### src/rtl/inv_ne_lshr_search_ctrl.sv
// Invertibility controller for (s >> x) != t: validates a Skolem candidate, then
// falls back to an exhaustive scan over every WIDTH-bit shift amount.
module inv_ne_lshr_search_ctrl #(
  parameter int unsigned WIDTH = 4
) (
  input  logic             clk,
  input  logic             rst_n,
  input  logic             req_valid_i,
  output logic             req_ready_o,
  input  logic [WIDTH-1:0] s_i,
  input  logic [WIDTH-1:0] t_i,
  input  logic [WIDTH-1:0] sk_x_i,
  output logic             rsp_valid_o,
  input  logic             rsp_ready_i,
  output logic [WIDTH-1:0] rsp_x_o,
  output logic             rsp_found_o,
  output logic             rsp_src_o,
  output logic [WIDTH:0]   rsp_tries_o
);

  typedef enum logic [1:0] {StIdle, StCheck, StSearch, StResp} state_e;

  localparam logic [WIDTH-1:0] CntMax   = {WIDTH{1'b1}};
  localparam logic [WIDTH-1:0] CntOne   = {{(WIDTH-1){1'b0}}, 1'b1};
  localparam logic [WIDTH:0]   TriesOne = {{WIDTH{1'b0}}, 1'b1};

  state_e           state_q, state_d;
  logic [WIDTH-1:0] s_q, s_d;
  logic [WIDTH-1:0] t_q, t_d;
  logic [WIDTH-1:0] cand_q, cand_d;
  logic [WIDTH-1:0] cnt_q, cnt_d;
  logic [WIDTH-1:0] rsp_x_q, rsp_x_d;
  logic             found_q, found_d;
  logic             src_q, src_d;
  logic [WIDTH:0]   tries_q, tries_d;

  logic [WIDTH-1:0] eval_x;
  logic             hit;

  // Single shared evaluator; shift amounts >= WIDTH naturally yield zero.
  always_comb begin
    eval_x = (state_q == StCheck) ? cand_q : cnt_q;
    hit    = ((s_q >> eval_x) != t_q);
  end

  always_comb begin
    state_d = state_q;
    s_d     = s_q;
    t_d     = t_q;
    cand_d  = cand_q;
    cnt_d   = cnt_q;
    rsp_x_d = rsp_x_q;
    found_d = found_q;
    src_d   = src_q;
    tries_d = tries_q;
    unique case (state_q)
      StIdle: begin
        if (req_valid_i) begin
          s_d     = s_i;
          t_d     = t_i;
          cand_d  = sk_x_i;
          state_d = StCheck;
        end
      end
      StCheck: begin
        tries_d = TriesOne;
        if (hit) begin
          rsp_x_d = cand_q;
          found_d = 1'b1;
          src_d   = 1'b1;
          state_d = StResp;
        end else begin
          cnt_d   = '0;
          state_d = StSearch;
        end
      end
      StSearch: begin
        tries_d = tries_q + TriesOne;
        if (hit) begin
          rsp_x_d = cnt_q;
          found_d = 1'b1;
          src_d   = 1'b0;
          state_d = StResp;
        end else if (cnt_q == CntMax) begin
          // Terminal check precedes the increment so cnt never wraps.
          rsp_x_d = '0;
          found_d = 1'b0;
          src_d   = 1'b0;
          state_d = StResp;
        end else begin
          cnt_d = cnt_q + CntOne;
        end
      end
      StResp: begin
        if (rsp_ready_i) state_d = StIdle;
      end
      default: state_d = StIdle;
    endcase
  end

  always_ff @(posedge clk or negedge rst_n) begin
    if (!rst_n) begin
      state_q <= StIdle;
      s_q     <= '0;
      t_q     <= '0;
      cand_q  <= '0;
      cnt_q   <= '0;
      rsp_x_q <= '0;
      found_q <= 1'b0;
      src_q   <= 1'b0;
      tries_q <= '0;
    end else begin
      state_q <= state_d;
      s_q     <= s_d;
      t_q     <= t_d;
      cand_q  <= cand_d;
      cnt_q   <= cnt_d;
      rsp_x_q <= rsp_x_d;
      found_q <= found_d;
      src_q   <= src_d;
      tries_q <= tries_d;
    end
  end

  assign req_ready_o = (state_q == StIdle);
  assign rsp_valid_o = (state_q == StResp);
  assign rsp_x_o     = rsp_x_q;
  assign rsp_found_o = found_q;
  assign rsp_src_o   = src_q;
  assign rsp_tries_o = tries_q;

endmodule

### config.mk
export PLATFORM = sky130hd
export DESIGN_NAME = inv_ne_lshr_search_ctrl
export DESIGN_NICKNAME = d
export VERILOG_FILES = /design/src/rtl/inv_ne_lshr_search_ctrl.sv
export SDC_FILE = /design/constraint.sdc
export NUM_CORES = 1
export LEC_CHECK = 0
export ABC_AREA = 1
export ABC_CLOCK_PERIOD_IN_PS = 2100
export BUFFER_PORTS_ARGS = -buffer_cell sky130_fd_sc_hd__buf_2
export CAP_MARGIN = 20
export CORE_MARGIN = 3
export CORE_UTILIZATION = 50
export DETAILED_ROUTE_END_ITERATION = 7
export PLACE_DENSITY = 0.83
export SETUP_SLACK_MARGIN = 0.3
export SYNTH_ARGS = -nofsm -noshare
export SYNTH_HDL_FRONTEND = slang
export SYNTH_SLANG_ARGS = --single-unit
### constraint.sdc
create_clock -name clk -period 2.1 [get_ports clk]
set_clock_uncertainty 0.15 [all_clocks]
set_input_delay 0.21 -clock clk [delete_from_list [all_inputs] [get_ports clk]]
set_output_delay 0.21 -clock clk [all_outputs]
set_load 0.01 [all_outputs]
# Word level (Yosys, flattened, before mapping)
# Index checks and enable logic that the tools add are counted.
dict set report word_totals {
  ff_bits 29
  latch_bits 0
  ramBits 0
  mem_bits_ro 0
  inputBits 16
  output_inout_bits 13
  word_cells 52
  n_memories 0
}
dict set report classes {
  n_addsub 2
  n_mul 0
  div_mod_pow 0
  magnitude_cmp 0
  n_eq_ne 12
  shift 1
  mux 22
  bitwise 0
  n_reduce_logical 6
}
# op count
set ops {}
lappend ops {{2-to-1 mux 4 bit} 7}
lappend ops {{one-hot mux 4 bit (2 select lines)} 2}
lappend ops {{!= test 2 bit, second input constant} 5}
lappend ops {{one-hot mux 5 bit (2 select lines)} 1}
lappend ops {{2-to-1 mux 2 bit} 4}
lappend ops {{one-hot mux 2 bit (4 select lines)} 1}
lappend ops {{AND reduction 3 bit} 2}
lappend ops {{adder 5 x 1 -> 5 bit, second input constant} 1}
lappend ops {{2-to-1 mux 1 bit} 5}
lappend ops {{adder 4 x 1 -> 4 bit, second input constant} 1}
lappend ops {{equality test 2 bit, second input constant} 2}
lappend ops {{equality test 4 bit, second input constant} 1}
lappend ops {{!= test 4 bit} 1}
lappend ops {{one-hot mux 1 bit (2 select lines)} 2}
lappend ops {{AND reduction 4 bit} 1}
lappend ops {{right shift 4 x 4 -> 4 bit} 1}
lappend ops {{!= test 3 bit, second input constant} 1}
lappend ops {{equality test 2 x 1 -> 1 bit, second input constant} 1}
lappend ops {{zero test 2 bit} 1}
lappend ops {{!= test 2 x 1 -> 1 bit, second input constant} 1}
lappend ops {{AND reduction 2 bit} 1}
lappend ops {{nonzero test 2 bit} 1}

# Depth between registers and ports, before layout
dict set report depth {
  word_depth 6
  mapped_depth 17
  mapped_depth_nobuf 17
}

# Least setup slack after synthesis
# No wires, ideal clock.
dict set report synth_timing {
  kind {register to register}
  from {reg state_q[1]}
  to {reg cnt_q[2]}
  setup_ns 0.118
  arrival_ns 1.856
  slack_ns -0.023
  path_stages_with_launch 17
  path_buffers 0
  synth_period_minus_slack_ns 2.123
  path_cell_list {dfrtp_1 > inv_1 > ha_1 > inv_1 > nand2_1 > nand2_1 > inv_1 > nor2_2 > nand3_1 > nand2_1 > nand3_2 > nor2_4 > nand2_4 > nor2_8 > inv_2 > nand2_1 > o21ai_2}
}
dict set report synth_between {
  elab_chain_len 6
}
# element line_no
set synth_rtl {}
lappend synth_rtl {{start: declaration} 27} ;# state_e state_q, state_d;
lappend synth_rtl {{start signal: assignment} 103} ;# state_q <= StIdle;
lappend synth_rtl {{start signal: assignment} 113} ;# state_q <= state_d;
lappend synth_rtl {{equality test 2 x 1 -> 1 bit} {42, 56}}
lappend synth_rtl {{2-to-1 mux 4 bit} 42} ;# eval_x = (state_q == StCheck) ? cand_q : cnt_q;
lappend synth_rtl {{right shift 4 x 4 -> 4 bit} 43} ;# hit = ((s_q >> eval_x) != t_q);
lappend synth_rtl {{!= test 4 bit} 43}
lappend synth_rtl {{!= test 2 bit (no line)} n/a}
lappend synth_rtl {{AND reduction 4 bit (no line)} n/a}
lappend synth_rtl {{end signal: assignment} 117} ;# cnt_q <= cnt_d;
lappend synth_rtl {{end: declaration} 31} ;# logic [WIDTH-1:0] cnt_q, cnt_d;
# Parallel ways exist; a longest one is shown, timed or not.
# A chain may end at the register's enable or synchronous reset.

# Worst setup path after layout
# Ends and elaborated chain as after synthesis.

==> run_results.csv <==
group,metric,value,unit
run_status,status,"finished, violations left",
run_status,violations,"negative setup slack",
placement,placed_cell_area,1950,um^2
floorplanning,start_util,53.8,%
layout,finish.net_count,293,
sta,setup_viol,12,
synth,synth_area_leader_cell,"dfrtp_1",
layout,fin_util,72.2,%
sta,max_freq,0.441,GHz
layout,fin_area,2260,um^2
clock_tree,ctsLongestPathBuffers,2,
synth,syn_avg_cell_area,7.76,um^2
synth,synth_flop_cell,"dfrtp_1",
pwr,cellPowerDensity,1580,nW/um^2
floorplanning,die_h,64.0,um
layout,fin_cells,316,
sta,final_max_slew_viol_count,0,
route,wl,4080,um
min_path,hp-start,"t_i[3]",
floorplanning,dieWidth,64.0,um
clock_tree,clock-sinks,29,
setup_path,r2r_end,"cnt_q[2]",
synth,synth_area,1680,um^2
route,avgViaCountPerCell,5.03,
synth,synth_edf_count,0,
synth,yosys.cell_count.top_type,"nand2_1",
clock_tree,htreeDepth,2,
layout,antenna_cells,0,
route,first_pass_iters,5,
setup_path,r2r-start,"state_q[1]",
sta,worst_slack,-0.168,ns
route,drt_iter0_drc,81,
sta,relSlewSlack,58.2,%
clock_tree,insertion_delay,0.32,ns
global_route,grt_max_degree,30,
synth,ys_seq_elements,29,
placement,gp_congestion,0.905,
global_route,overflow,0,
placement,detailed_place_hpwl,2660,um
layout,drive_above_1_share,34.9,%
setup_path,reg2reg_depth,16,
route,vias,1590,
flow_run,cap_violations,0,
pwr,ir_drop,1.03,mV
clock_tree,clkTransAtPathRegs,0.09,ns
floorplanning,rows,20,
synth,syn_nets,239,
route,drcViolationCount,0,
setup_path,slowest_stage,"dfrtp_1",
synth,ys_seq_area_share,43.1,%
setup_path,path_common_cell,"nand2_2",
clock_tree,root_buffer,"clkbuf_4",
sta,fin_crit_sh,108,%
floorplanning,ios,29,
global_route,grt_usage,19.6,%
floorplanning,dieArea,4100,um^2
synth,async_flop_share,100,%
synth,synth_top_area_share,43.1,%
setup_path,required,2.17,ns
global_route,antenna_found_initial,0,
placement,dp_worst_setup_slack,-0.0858,ns
sta,rsz0062_at_grt,"true",
synth,yosysWarnings,0,
setup_path,worst-path-max-fanout,8,
synth,synth_cells,217,
route,wl_per_cell,12.9,um
sta,period_needed,2.27,ns
global_route,grt_pass1_wl,6330,um
min_path,hold_end,"t_q[3]",
sta,hold_viol,0,
setup_path,r2r_slack,-0.17,ns
synth,synthTopCellsByArea,"dfrtp_1 (43%), nand2_1 (14%), nand3_1 (7.1%)",
synth,synth_common_cells,"nand2_1 (64), dfrtp_1 (29), inv_1 (26)",
layout,area_delta_synth_final,34.3,%
layout,multi_input_area,975,um^2
setup_path,cp_cell_sequence,"inv_2 > ha_4 > buf_6 > nand2_1 > nand2_2 > nand3_2 > nand2_2 > nand3_2 > nand2_2 > nand2_2 > nor2_4 > nand2_4 > nor2_8 > inv_2 > nand2_2 > o21ai_2",
min_path,worstHoldPathCells,3,
route,drt.antenna.violating_nets,0,
layout,regArea,726,um^2
global_route,grt_pass1_vias,1462,
clock_tree,numCtsBuffers,5,
min_path,hold_class,"in2reg",
setup_path,worstSetupStartpointType,"register",
sta,fin_tns_setup,-1.37,ns
setup_path,crit_arrival,2.34,ns
placement,io_buffers,28,
setup_path,crit_type,"reg2reg",
synth,synth_cell_types,28,
setup_path,slowest_delay,0.40,ns
clock_tree,cts_tree,"done",
sta,tightest_slew,0.628,ns
layout,fill_cells,232,
setup_path,cp-end-kind,"register",
pwr,power_leakage,1.19,nW
placement,dp.cells,294,
floorplanning,core_area,3130,um^2
==> worst max-delay path: cells and delay by family, from the launching register on <==
kind / cells / cell delay [ns]
flip-flops: 1 / 0.40
adder cells (fa/ha/maj): 1 / 0.19
AND/OR/NAND/NOR: 11 / 1.11
buffers and inverters: 3 / 0.26
AO/OA/AOI/OAI: 1 / 0.05
==> cell usage in the layout (no fill, tap or decap), types with 2 or more instances in the layout <==
| cell | instances |
|---|---|
| ha_1 | 3 |
| ha_4 | 3 |
| buf_2 | 28 |
| clkbuf_4 | 5 |
| dlygate4sd3_1 | 10 |
| mux2_2 | 4 |
| clkbuf_1 | 3 |
| dfrtp_1 | 29 |
| nand3_2 | 5 |
| buf_6 | 2 |
| nand3_1 | 21 |
| inv_4 | 2 |
| nand2_2 | 18 |
| nor3_1 | 2 |
| buf_4 | 11 |
| nand4_1 | 4 |
| a21oi_1 | 12 |
| nand2_4 | 3 |
| o22ai_1 | 2 |
| o21ai_0 | 7 |
| nor2_1 | 10 |
| nor2_4 | 3 |
| o21ai_4 | 2 |
| nand2_1 | 48 |
| o21ai_2 | 2 |
| inv_2 | 3 |
| inv_1 | 22 |
==> repair_timing <==
| item | 4_1_cts | 5_1_grt |
|---|---|---|
| pin swaps | 2 | 11 |
| setup endpoints to repair | 13 | 15 |
| gates cloned | 0 | 0 |
| resized for setup | 3 | 34 |
| endpoints found under the hold margin | 38 | 0 |
| hold buffers | 10 | 0 |
| setup buffers | 0 | 4 |
==> state kept, by name, summed over array words and instances (netlist names) <==
register and count:
rsp_tries_o 5, cand_q 4, cnt_q 4, rsp_x_o 4, s_q 4, t_q 4
state_q 2, rsp_found_o 1, rsp_src_o 1
==> cell families (layout without fill, tap and decap cells) <==
family	Yosys count	after routing	synth area share [%]
AOI/OAI and AO/OA	26	26	8.10
muxes	4	4	2.68
and+or+nand+nor	119	119	33.5
DFF	29	29	43.1
buffers and inverters	32	87	7.66
adders and majority gates	6	6	4.46
xor gates and xnor gates	1	1	0.521
==> per-layer routing <==
metal	share of wire (%)	track usage (%)
met5	0	0
met4	2.3	7.82
met3	4.1	4.75
met2	50	31.1
met1	44	25.7
==> per-stage QoR <==
stage | hold slack [ns] | power, W
after global placement | 0.119 | 0.00276
final | 0.00539 | 0.00356
after detailed placement | 0.111 | 0.00282
after CTS | 0.00536 | 0.00317
after global routing | 0.0121 | 0.00388
after floorplan | -0.236 | 0.00232
==> report_power, final <==
part / internal (W) / switching [W]
clock network: 0.000133 / 0.000181
logic: 0.000902 / 0.00140
registers: 0.000788 / 0.000162
total: 0.00182 / 0.00174
==> final cells by class <==
type / count / share of cell area, %
Multi-Input combinational cell: 156 / 43.1
Sequential cell: 29 / 32.1
Timing Repair Buffer: 51 / 15.3
Inverter: 28 / 4.87
Tap cell: 44 / 2.44
Clock buffer: 8 / 2.16
==> worst max path at each step <==
stage               slack, ns  depth (start not counted)        to       start
floorplan                0.08                         16  cnt_q[2]  state_q[1]
global placement        0.002                         15  cnt_q[2]  state_q[1]
detailed placement      -0.09                         15  cnt_q[2]  state_q[0]
CTS                     -0.04                         15  cnt_q[2]  state_q[0]
global route            -0.29                         16  cnt_q[2]  state_q[1]
finish                  -0.17                         16  cnt_q[2]  state_q[1]
Note: power is estimated with default switching activity, not from simulation.
